--- config.mk ---
export PLATFORM = sky130hd
export DESIGN_NAME = locker_open_sched
export DESIGN_NICKNAME = d
export VERILOG_FILES = /design/src/rtl/locker_pkg.sv /design/src/rtl/locker_req_fifo.sv /design/src/rtl/locker_open_sched.sv
export SDC_FILE = /design/constraint.sdc
export NUM_CORES = 1
export LEC_CHECK = 0
export CAP_MARGIN = 5
export CORE_MARGIN = 2
export CORE_UTILIZATION = 45
export DETAILED_ROUTE_END_ITERATION = 8
export GPL_TIMING_DRIVEN = 0
export PLACE_DENSITY = 0.67
export SETUP_SLACK_MARGIN = 0.1
export SYNTH_ARGS = -nofsm -noshare
export SYNTH_HDL_FRONTEND = slang
export SYNTH_SLANG_ARGS = --single-unit
--- constraint.sdc ---
create_clock -name clk_2 -period 2.7 [get_ports clk_2]
set_input_delay 0.81 -clock clk_2 [delete_from_list [all_inputs] [get_ports clk_2]]
set_output_delay 0.81 -clock clk_2 [all_outputs]
set_load 0.05 [all_outputs]
--- src/rtl/locker_pkg.sv ---
// Shared types and constants for the parcel-locker opening scheduler.
package locker_pkg;

  localparam int         NUM_LOCKERS = 8;
  localparam int         IDX_W       = 3;
  localparam logic [3:0] IDLE_IDX    = 4'hF;

  typedef enum logic [1:0] {
    IDLE   = 2'd0,
    OPEN   = 2'd1,
    COMMIT = 2'd2
  } state_t;

endpackage

--- src/rtl/locker_req_fifo.sv ---
// Small synchronous request FIFO with combinational head; push is ignored when full,
// pop is ignored when empty.
module locker_req_fifo #(
  parameter int DEPTH = 4,
  parameter int W     = 3
) (
  input  logic         clk_2,
  input  logic         rst,
  input  logic         push,
  input  logic         pop,
  input  logic [W-1:0] din,
  output logic [W-1:0] head,
  output logic         full,
  output logic         empty
);

  localparam int PW = $clog2(DEPTH);

  logic [W-1:0]  mem [DEPTH];
  logic [PW-1:0] wr_ptr;
  logic [PW-1:0] rd_ptr;
  logic [PW:0]   count;
  logic          do_push;
  logic          do_pop;

  assign full    = (count == (PW+1)'(DEPTH));
  assign empty   = (count == '0);
  assign do_push = push && !full;
  assign do_pop  = pop && !empty;
  assign head    = mem[rd_ptr];

  always_ff @(posedge clk_2 or negedge rst) begin
    if (!rst) begin
      wr_ptr <= '0;
      rd_ptr <= '0;
      count  <= '0;
    end else begin
      if (do_push) wr_ptr <= wr_ptr + PW'(1);
      if (do_pop)  rd_ptr <= rd_ptr + PW'(1);
      case ({do_push, do_pop})
        2'b10:   count <= count + (PW+1)'(1);
        2'b01:   count <= count - (PW+1)'(1);
        default: count <= count;
      endcase
    end
  end

  // Storage carries no reset; entries are only read after being written.
  always_ff @(posedge clk_2) begin
    if (do_push) mem[wr_ptr] <= din;
  end

endmodule

--- src/rtl/locker_open_sched.sv ---
// Locker opening scheduler: arbitrates keypad (A) and admin (B) requests, queues them,
// and sequences taking/playing one locker at a time. LOCKER_ADMIN_PRIO_EN gives B fixed priority.
//
// state  | meaning
// IDLE   | taking=F; pops the FIFO head when one is queued
// OPEN   | taking=idx, playing=1 for ANIM_CYCLES cycles
// COMMIT | taking=idx, playing=0, done pulses; indicator clears full[idx]
module locker_open_sched
  import locker_pkg::*;
#(
  parameter int NUM_LOCKERS = locker_pkg::NUM_LOCKERS,
  parameter int FIFO_DEPTH  = 4,
  parameter int ANIM_CYCLES = 6
) (
  input  logic                   clk_2,
  input  logic                   rst,
  input  logic                   req_valid_a,
  input  logic [IDX_W-1:0]       req_idx_a,
  output logic                   req_ready_a,
  input  logic                   req_valid_b,
  input  logic [IDX_W-1:0]       req_idx_b,
  output logic                   req_ready_b,
  input  logic [NUM_LOCKERS-1:0] full,
  output logic [3:0]             taking,
  output logic                   playing,
  output logic                   rej_a,
  output logic                   rej_b,
  output logic                   done,
  output logic                   busy
);

  state_t                 state, state_nxt;
  logic [7:0]             cnt, cnt_nxt;
  logic [IDX_W-1:0]       cur_idx;
  logic [NUM_LOCKERS-1:0] pend;
  logic                   pri_b;
  logic                   fifo_full, fifo_empty, pop, push;
  logic [IDX_W-1:0]       head, push_idx;
  logic                   hs_a, hs_b, acc_a, acc_b;

`ifdef LOCKER_ADMIN_PRIO_EN
  assign pri_b = 1'b1;
`else
  // Round-robin: the port granted last loses the next tie; reset favours A.
  always_ff @(posedge clk_2 or negedge rst) begin
    if (!rst)      pri_b <= 1'b0;
    else if (hs_a) pri_b <= 1'b1;
    else if (hs_b) pri_b <= 1'b0;
  end
`endif

  // Ready uses the pre-pop FIFO state, so a full FIFO stalls even on its pop cycle.
  assign hs_a = rst && !fifo_full && req_valid_a && (!req_valid_b || !pri_b);
  assign hs_b = rst && !fifo_full && req_valid_b && (!req_valid_a || pri_b);
  assign req_ready_a = hs_a;
  assign req_ready_b = hs_b;

  assign acc_a    = full[req_idx_a] && !pend[req_idx_a];
  assign acc_b    = full[req_idx_b] && !pend[req_idx_b];
  assign push     = (hs_a && acc_a) || (hs_b && acc_b);
  assign push_idx = hs_b ? req_idx_b : req_idx_a;

  locker_req_fifo #(
    .DEPTH (FIFO_DEPTH),
    .W     (IDX_W)
  ) u_fifo (
    .clk_2 (clk_2),
    .rst   (rst),
    .push  (push),
    .pop   (pop),
    .din   (push_idx),
    .head  (head),
    .full  (fifo_full),
    .empty (fifo_empty)
  );

  // Pending covers queued entries and the locker in flight until its commit.
  always_ff @(posedge clk_2 or negedge rst) begin
    if (!rst) begin
      pend  <= '0;
      rej_a <= 1'b0;
      rej_b <= 1'b0;
    end else begin
      if (state == COMMIT) pend[cur_idx]  <= 1'b0;
      if (push)            pend[push_idx] <= 1'b1;
      rej_a <= hs_a && !acc_a;
      rej_b <= hs_b && !acc_b;
    end
  end

  always_comb begin
    state_nxt = state;
    cnt_nxt   = cnt;
    pop       = 1'b0;
    case (state)
      IDLE: begin
        if (!fifo_empty) begin
          pop       = 1'b1;
          state_nxt = OPEN;
          cnt_nxt   = 8'(ANIM_CYCLES - 1);
        end
      end
      OPEN: begin
        if (cnt == 8'd0) state_nxt = COMMIT;
        else             cnt_nxt   = cnt - 8'd1;
      end
      COMMIT:  state_nxt = IDLE;
      default: state_nxt = IDLE;
    endcase
  end

  always_ff @(posedge clk_2 or negedge rst) begin
    if (!rst) begin
      state   <= IDLE;
      cnt     <= '0;
      cur_idx <= '0;
    end else begin
      state <= state_nxt;
      cnt   <= cnt_nxt;
      if (pop) cur_idx <= head;
    end
  end

  assign taking  = (state == IDLE) ? IDLE_IDX : {{(4-IDX_W){1'b0}}, cur_idx};
  assign playing = (state == OPEN);
  assign done    = (state == COMMIT);
  assign busy    = (state != IDLE) || !fifo_empty;

endmodule

==> results of run 1 <==
worst paths after layout:
kind,end,slack (ns),cells after the start
max,u_fifo.count[2],0.08,12
min,cnt[6],0.33,1
max reg2reg,u_fifo.count[2],0.10,11
min reg2reg,u_fifo.count[2],0.51,1
max in group asynchronous,rej_a,2.19,1
min in group clk_2,u_fifo.count[2],0.51,1
Yosys cell counts, types with 2 or more instances:
cell type,count,area (um^2)
nor3_1,6,30.0
nor4_1,2,12.5
o31ai_1,12,90.1
or4_1,2,15.0
xnor2_1,3,26.3
or2_2,4,25.0
nand2_1,8,30.0
a21oi_1,4,20.0
nand3_1,2,10.0
o211ai_1,2,15.0
buf_6,2,22.5
ha_1,7,87.6
o31a_1,3,26.3
nor2b_1,2,12.5
and2b_1,4,30.0
inv_1,13,48.8
nand2b_1,13,81.3
o21ai_0,10,50.1
dfrtp_1,31,776
nor2_1,11,41.3
xor2_1,7,61.3
clkbuf_1,2,7.51
inv_2,2,7.51
mux2_2,3,33.8
nand3b_1,2,15.0
mux4_2,7,158
edfxtp_1,12,360
buf_2,2,10.0
power by group through the flow:
stage	combinational, mW	sequential, mW	clock [mW]
floorplan	0.0474	0.699	0
global placement	0.111	0.692	0
detailed placement	0.111	0.692	0
CTS	0.113	0.678	0.418
global route	0.124	0.679	0.446
finish	0.114	0.678	0.408
placed cells by master, fill, tap and decap left out, types with 4 or more instances in the layout:
cell,synthesis,routed
a21oi_1,4,4
and2b_1,4,4
buf_4,0,11
clkbuf_2,0,6
clkbuf_8,0,5
clkdlybuf4s15_1,0,4
dfrtp_1,31,31
dlygate4sd2_1,0,10
edfxtp_1,12,12
ha_1,7,6
inv_1,13,11
inv_2,2,4
mux4_2,7,7
nand2_1,8,8
nand2b_1,13,13
nor2_1,11,11
nor3_1,6,4
o21ai_0,10,9
o31ai_1,12,12
or2_2,4,4
xor2_1,7,7
registers in the layout, summed over array words and instances (netlist names):
signal and cells:
pend 8, rej_b 1, rej_a 1, cur_idx 3, state 2, u_fifo.rd_ptr 2
u_fifo.wr_ptr 2, u_fifo.count 3, u_fifo.mem 12, pri_b 1, cnt 8
stage by stage:
stage	setup WS, ns	total power, mW
after floorplan	-0.0974	0.746
after global placement	-2.04	0.803
after detailed placement	-1.03	0.803
after CTS	0.101	1.21
after global routing	0.0198	1.25
final	0.0757	1.20
per-layer routing:
metal / wire length, um / up-vias / track usage (%)
met5: 0 / - / 0
met4: 25 / 0 / 5.36
met2: 2240 / 35 / 28.5
met3: 215 / 2 / 3.88
met1: 2020 / 789 / 24.7
li1: - / 783 / -
cells by family (layout without fill, tap and decap cells):
logic type | count (synthesis) | count (layout) | synth area share, %
AO/OA/AOI/OAI | 38 | 38 | 11.7
XOR/XNOR | 10 | 10 | 3.88
adder cells (fa/ha/maj) | 8 | 8 | 4.76
buffers and inverters | 21 | 67 | 4.27
flip-flops | 43 | 43 | 50.3
multiplexers | 13 | 13 | 10.4
AND/OR/NAND/NOR | 59 | 59 | 14.6
final cells by class:
| cell class | count | area [um^2] |
|---|---|---|
| clock inverter | 3 | 20.0 |
| tap | 67 | 83.8 |
| sequential | 43 | 1140 |
| buffer | 6 | 57.6 |
| timing repair buffer | 38 | 324 |
| multi-input combinational | 128 | 1080 |
| clock buffer | 5 | 68.8 |
| fill | 424 | 1960 |
| inverter | 15 | 56.3 |
repair_timing:
item / CTS / global route
gates resized for setup: 58 / 11
hold endpoints to repair: 0 / 0
pin swaps: 7 / 8
setup endpoints to repair: 11 / 5
buffers inserted: 7 / 4
==> flow_results.xml, run 1 <==
<?xml version="1.0" encoding="UTF-8"?>
<metrics>
  <group name="worst_setup_path">
    <metric name="worst_path_top_cell_family_by_delay" unit="">adder cells</metric>
    <metric name="start_kind" unit="">input port</metric>
    <metric name="critical_path.startpoint" unit="">full[1]</metric>
    <metric name="cp_cell_sequence" unit="">clkdlybuf4s15_1, nand2b_1, mux4_2, mux2i_4, a211oi_4, buf_6, ha_4, inv_2, fa_2, xor2_1, nor2_1, xor2_1</metric>
    <metric name="required" unit="ns">2.92</metric>
    <metric name="cpMostUsedCell" unit="">xor2_1</metric>
    <metric name="critPathBufInv" unit="">3</metric>
    <metric name="timing.critical_path.to_type" unit="">flip-flop</metric>
    <metric name="critical_path.reg2reg.startpoint" unit="">u_fifo.count[0]</metric>
    <metric name="criticalPathCategory" unit="">in2reg</metric>
    <metric name="timing.critical_path.slowest_stage_cell" unit="">fa_2</metric>
    <metric name="timing.critical_path.arrival" unit="ns">2.84</metric>
    <metric name="worstPathMaxFanout" unit="">2</metric>
    <metric name="critical_path.max_stage_delay" unit="ns">0.34</metric>
  </group>
  <group name="global_routing">
    <metric name="number_of_antenna_violations_at_the_first_check_in_global_routing" unit="">0</metric>
    <metric name="grt_pass1_wl" unit="mm">7.40</metric>
    <metric name="grt_start_max_net_pins" unit="">36</metric>
    <metric name="grt_pass1_vias" unit="">1583</metric>
    <metric name="grt.overflow.total" unit="">0</metric>
    <metric name="grtUsageTotal" unit="%">17.8</metric>
  </group>
  <group name="timing">
    <metric name="timing.max_slew.rel_slack" unit="%">63.2</metric>
    <metric name="fmax" unit="GHz">0.381</metric>
    <metric name="timing_max_transition_violations_final" unit="">0</metric>
    <metric name="fin_setup_tns" unit="ns">0</metric>
    <metric name="timing.final.crit_share" unit="%">97.2</metric>
    <metric name="final_period_minus_worst_setup_slack" unit="ns">2.62</metric>
    <metric name="grt_setup_unrepaired" unit="">yes</metric>
    <metric name="final_hold_viol_count" unit="">0</metric>
    <metric name="finalSetupViolations" unit="">0</metric>
    <metric name="tightestPinTransition" unit="ns">0.548</metric>
    <metric name="skew" unit="ns">0.0104</metric>
    <metric name="hold-worst-slack" unit="ns">0.325</metric>
  </group>
  <group name="power">
    <metric name="sequential_share_of_power" unit="%">56.5</metric>
    <metric name="pwr-share-comb" unit="%">9.5</metric>
    <metric name="p_per_area" unit="nW/um^2">425</metric>
    <metric name="peak_vdd_ir" unit="mV">0.275</metric>
    <metric name="cellLeakagePower" unit="nW">1.18</metric>
    <metric name="internal-power" unit="mW">0.902</metric>
    <metric name="power.share.switching" unit="%">24.8</metric>
    <metric name="p_sw" unit="mW">0.298</metric>
    <metric name="share_clk_of_total_power" unit="%">34.0</metric>
  </group>
  <group name="route">
    <metric name="drt.antenna.violating_nets" unit="">0</metric>
    <metric name="drc_errors" unit="">0</metric>
    <metric name="num_vias" unit="">1609</metric>
    <metric name="wl_per_cell" unit="um">14.8</metric>
    <metric name="initialDrtViolationCount" unit="">104</metric>
    <metric name="detail_route.wirelength" unit="mm">4.50</metric>
    <metric name="drt-vias-per-instance" unit="">5.28</metric>
    <metric name="drt-pass1-iter-count" unit="">4</metric>
  </group>
  <group name="floorplan">
    <metric name="fp.dieW" unit="um">74.8</metric>
    <metric name="coreArea" unit="um^2">4790</metric>
    <metric name="rows" unit="">25</metric>
    <metric name="die-area" unit="um^2">5600</metric>
    <metric name="start_util" unit="%">47.2</metric>
    <metric name="boundaryPins" unit="">29</metric>
    <metric name="die_h" unit="um">74.8</metric>
  </group>
  <group name="run">
    <metric name="drv.max_cap_violation_count" unit="">0</metric>
  </group>
  <group name="yosys">
    <metric name="synth_enable_flop_cells" unit="">12</metric>
    <metric name="async_flop_share" unit="%">72.1</metric>
    <metric name="synth_cell_type_count" unit="">42</metric>
    <metric name="netlist_area" unit="um^2">2260</metric>
    <metric name="synthCells" unit="">192</metric>
    <metric name="synth-seq-cells" unit="">43</metric>
    <metric name="synthesis.area_per_instance" unit="um^2">11.8</metric>
    <metric name="synth_sequential_area_ratio" unit="%">50.3</metric>
    <metric name="synth-warning-count" unit="">0</metric>
    <metric name="synth-main-ff-cell" unit="">dfrtp_1</metric>
    <metric name="syn-num-nets" unit="">218</metric>
  </group>
  <group name="finish">
    <metric name="final_cell_count_no_fill" unit="">305</metric>
    <metric name="area_growth" unit="%">25.0</metric>
    <metric name="final_net_count" unit="">263</metric>
    <metric name="post_route_cells_drive_above_1_share" unit="%">25.6</metric>
    <metric name="postLayoutCoreUtil" unit="%">59.0</metric>
    <metric name="fin_area" unit="um^2">2820</metric>
    <metric name="antennaDiodeCount" unit="">0</metric>
  </group>
  <group name="place">
    <metric name="hpwl" unit="mm">3.30</metric>
    <metric name="place_inst" unit="">286</metric>
    <metric name="detailed_place.area" unit="um^2">2630</metric>
    <metric name="globalplace.congestion" unit="">0.857</metric>
    <metric name="buffer_ports.inserted" unit="">27</metric>
  </group>
  <group name="clock_tree">
    <metric name="cts.sink_count" unit="">43</metric>
    <metric name="clock_path_buffers" unit="">2</metric>
    <metric name="clk_pin_slew" unit="ns">0.09</metric>
    <metric name="inserted_clock_buffers" unit="">5</metric>
    <metric name="clk_latency" unit="ns">0.30</metric>
    <metric name="cts_root_buf" unit="">clkbuf_8</metric>
    <metric name="postCtsHoldBufs" unit="">0</metric>
    <metric name="clock_tree.htree_level_count" unit="">2</metric>
    <metric name="tritoncts" unit="">done</metric>
  </group>
  <group name="worst_hold_path">
    <metric name="worst_hold_path_type" unit="">in2async</metric>
  </group>
  <group name="outcome">
    <metric name="outcome" unit="">finished clean</metric>
  </group>
</metrics>
Note: power is estimated with default switching activity, not from simulation.
==> run 2: changes to the inputs <==
--- a/config.mk
+++ b/config.mk
@@ -7,10 +7,10 @@
 export LEC_CHECK = 0
 export CAP_MARGIN = 5
 export CORE_MARGIN = 2
-export CORE_UTILIZATION = 45
+export CORE_UTILIZATION = 49
 export DETAILED_ROUTE_END_ITERATION = 8
 export GPL_TIMING_DRIVEN = 0
-export PLACE_DENSITY = 0.67
+export PLACE_DENSITY = 0.72
 export SETUP_SLACK_MARGIN = 0.1
 export SYNTH_ARGS = -nofsm -noshare
 export SYNTH_HDL_FRONTEND = slang
==> constraint.sdc (replaced) <==
create_clock -name clk_2 -period 2.39 [get_ports clk_2]
set_input_delay 0.717 -clock clk_2 [delete_from_list [all_inputs] [get_ports clk_2]]
set_output_delay 0.717 -clock clk_2 [all_outputs]
set_load 0.05 [all_outputs]
==> run 2 against run 1 <==
Net effect:
- critical path type unchanged
- largest cell class unchanged
- register-to-register slack lost 0.28 ns
- highest routed layer unchanged
- count of clock-buffer cells in the layout grew 1
- the flow now finishes with violations (setup timing)
- non-clock buffer count is the same
- combinational power grew 17%
- via count grew 4.0%
- design area is essentially flat
- sequential share of layout area is essentially flat
==> flow_results.xml, run 2 (synthesis gave the netlist of run 1 again) <==
<?xml version="1.0" encoding="UTF-8"?>
<metrics>
  <group name="outcome">
    <metric name="outcome" unit="">finished, violations left</metric>
    <metric name="failed_checks" unit="">setup timing</metric>
  </group>
  <group name="floorplan">
    <metric name="coreArea" unit="um^2">4380</metric>
    <metric name="start_util" unit="%">51.5</metric>
    <metric name="boundaryPins" unit="">29</metric>
    <metric name="die_h" unit="um">71.9</metric>
    <metric name="die-area" unit="um^2">5170</metric>
    <metric name="rows" unit="">24</metric>
    <metric name="fp.dieW" unit="um">71.9</metric>
  </group>
  <group name="worst_setup_path">
    <metric name="r2r_setup_slack" unit="ns">-0.18</metric>
    <metric name="critical_path.max_stage_delay" unit="ns">0.34</metric>
    <metric name="timing.critical_path.arrival" unit="ns">2.81</metric>
    <metric name="critPathBufInv" unit="">3</metric>
    <metric name="criticalPathCategory" unit="">in2reg</metric>
    <metric name="worst_r2r_endpoint" unit="">u_fifo.count[2]</metric>
    <metric name="start_kind" unit="">input port</metric>
    <metric name="timing.critical_path.to_type" unit="">flip-flop</metric>
    <metric name="timing.reg2reg.worst_path_depth" unit="">12</metric>
    <metric name="worst_path_top_cell_family_by_delay" unit="">adder cells</metric>
    <metric name="cp_cell_sequence" unit="">dlygate4sd2_1, nand2b_1, mux4_2, mux2i_4, a211oi_4, buf_6, ha_4, inv_2, fa_2, xor2_1, nor2_1, xor2_1</metric>
    <metric name="timing.critical_path.slowest_stage_cell" unit="">a211oi_4</metric>
    <metric name="cpMostUsedCell" unit="">xor2_1</metric>
    <metric name="worstPathMaxFanout" unit="">2</metric>
    <metric name="critical_path.startpoint" unit="">full[6]</metric>
    <metric name="required" unit="ns">2.61</metric>
    <metric name="critical_path.reg2reg.startpoint" unit="">u_fifo.count[0]</metric>
  </group>
  <group name="timing">
    <metric name="skew" unit="ns">0.0124</metric>
    <metric name="final_hold_viol_count" unit="">0</metric>
    <metric name="final_period_minus_worst_setup_slack" unit="ns">2.58</metric>
    <metric name="finalSetupViolations" unit="">3</metric>
    <metric name="timing_max_transition_violations_final" unit="">0</metric>
    <metric name="finalWorstSetupSlack" unit="ns">-0.194</metric>
    <metric name="timing.final.crit_share" unit="%">108</metric>
    <metric name="fin_setup_tns" unit="ns">-0.275</metric>
    <metric name="tightestPinTransition" unit="ns">0.545</metric>
    <metric name="fmax" unit="GHz">0.387</metric>
    <metric name="grt_setup_unrepaired" unit="">yes</metric>
    <metric name="timing.max_slew.rel_slack" unit="%">63.6</metric>
  </group>
  <group name="global_routing">
    <metric name="grt_pass1_wl" unit="mm">7.77</metric>
    <metric name="number_of_antenna_violations_at_the_first_check_in_global_routing" unit="">0</metric>
    <metric name="grt_start_max_net_pins" unit="">36</metric>
    <metric name="grtUsageTotal" unit="%">19.7</metric>
    <metric name="grt.overflow.total" unit="">0</metric>
    <metric name="grt_pass1_vias" unit="">1675</metric>
  </group>
  <group name="clock_tree">
    <metric name="postCtsHoldBufs" unit="">0</metric>
    <metric name="cts_root_buf" unit="">clkbuf_8</metric>
    <metric name="tritoncts" unit="">done</metric>
    <metric name="cts.sink_count" unit="">43</metric>
    <metric name="inserted_clock_buffers" unit="">5</metric>
    <metric name="clock_tree.htree_level_count" unit="">2</metric>
    <metric name="clk_latency" unit="ns">0.29</metric>
    <metric name="clk_pin_slew" unit="ns">0.09</metric>
    <metric name="clock_path_buffers" unit="">2</metric>
  </group>
  <group name="finish">
    <metric name="layout.cells.most_common" unit="">dfrtp_1</metric>
    <metric name="area_growth" unit="%">25.1</metric>
    <metric name="largest_registers" unit="">u_fifo.mem: 12 flops, cnt: 8 flops, pend: 8 flops</metric>
    <metric name="post_route_cells_drive_above_1_share" unit="%">26.5</metric>
    <metric name="final_net_count" unit="">263</metric>
    <metric name="fin_area" unit="um^2">2830</metric>
    <metric name="largest_register" unit="">u_fifo.mem</metric>
    <metric name="layout_common_cells" unit="">dfrtp_1 (31), nand2b_1 (13), o31ai_1 (12), edfxtp_1 (12), inv_1 (11)</metric>
    <metric name="largest_register_ff_count" unit="">12</metric>
    <metric name="antennaDiodeCount" unit="">0</metric>
    <metric name="final_cell_count_no_fill" unit="">290</metric>
  </group>
  <group name="route">
    <metric name="initialDrtViolationCount" unit="">143</metric>
    <metric name="drt-pass1-iter-count" unit="">4</metric>
    <metric name="detail_route.wirelength" unit="mm">4.64</metric>
    <metric name="wl_per_cell" unit="um">16.0</metric>
    <metric name="drc_errors" unit="">0</metric>
    <metric name="drt-vias-per-instance" unit="">5.77</metric>
    <metric name="drt.antenna.violating_nets" unit="">0</metric>
    <metric name="num_vias" unit="">1673</metric>
  </group>
  <group name="power">
    <metric name="share_clk_of_total_power" unit="%">32.8</metric>
    <metric name="p_sw" unit="mW">0.315</metric>
    <metric name="peak_vdd_ir" unit="mV">0.360</metric>
    <metric name="p_per_area" unit="nW/um^2">474</metric>
    <metric name="cellLeakagePower" unit="nW">1.17</metric>
    <metric name="fin_total_pwr" unit="mW">1.34</metric>
    <metric name="internal-power" unit="mW">1.02</metric>
    <metric name="power.share.switching" unit="%">23.5</metric>
    <metric name="pwr-share-comb" unit="%">9.9</metric>
    <metric name="sequential_share_of_power" unit="%">57.2</metric>
  </group>
  <group name="place">
    <metric name="hpwl" unit="mm">3.38</metric>
    <metric name="detailed_place.area" unit="um^2">2620</metric>
    <metric name="place_inst" unit="">271</metric>
    <metric name="pre_cts_slack" unit="ns">-1.19</metric>
    <metric name="buffer_ports.inserted" unit="">27</metric>
    <metric name="globalplace.congestion" unit="">0.949</metric>
  </group>
  <group name="run">
    <metric name="drv.max_cap_violation_count" unit="">0</metric>
  </group>
  <group name="worst_hold_path">
    <metric name="worst_hold_path_type" unit="">in2async</metric>
  </group>
</metrics>
## run 2: cell count changes in the layout (fill, tap and decap cells not counted), moves of 2 or more
cell,change
clkbuf_1,+2
dlygate4sd2_1,-2
clkdlybuf4s15_1,+2
clkbuf_2,-4
clkdlybuf4s15_2,+2
buf_8,+2
## run 2: how the worst max path moves through the flow
stage | endpoint | cells after the start
CTS | u_fifo.count[2] | 11
global route | u_fifo.count[2] | 12
detailed placement | req_ready_b | 5
floorplan | u_fifo.count[2] | 11
finish | u_fifo.count[2] | 12
global placement | req_ready_b | 5
## run 2: power groups by stage
stage          registers, mW  logic (mW)  clock network (mW)
3_3_place_gp           0.781       0.122                   0
3_5_place_dp           0.781       0.125                   0
5_1_grt                0.766       0.143               0.494
6_report               0.766       0.133               0.439
4_1_cts                0.766       0.131               0.455
2_1_floorplan          0.789      0.0536                   0
## run 2: cell type report
type | instances | area [um^2]
Buffer | 6 | 60.1
Clock buffer | 6 | 72.6
Clock inverter | 2 | 12.5
Fill cell | 363 | 1560
Inverter | 15 | 56.3
Multi-Input combinational cell | 128 | 1090
Sequential cell | 43 | 1140
Tap cell | 52 | 65.1
Timing Repair Buffer | 38 | 337
## run 2: metal layers
metal | track usage [%] | share of wire (%)
met5 | 0 | 0
met4 | 5.45 | 0.60
met3 | 5.14 | 5.6
met2 | 33.8 | 53
met1 | 25.0 | 41
## run 2: metrics by stage
| stage | util (%) | hold slack (ns) |
|---|---|---|
| floorplan | - | 0.421 |
| global placement | 59.8 | 0.473 |
| detailed placement | 59.7 | 0.477 |
| CTS | 64.2 | 0.267 |
| global route | 64.4 | 0.264 |
| finish | 64.4 | 0.264 |
## run 2: what timing repair did
action,CTS,global route
setup buffers,11,0
pin swaps,9,2
endpoints found under the setup margin,34,9
gates resized for setup,67,8
gates cloned,0,0
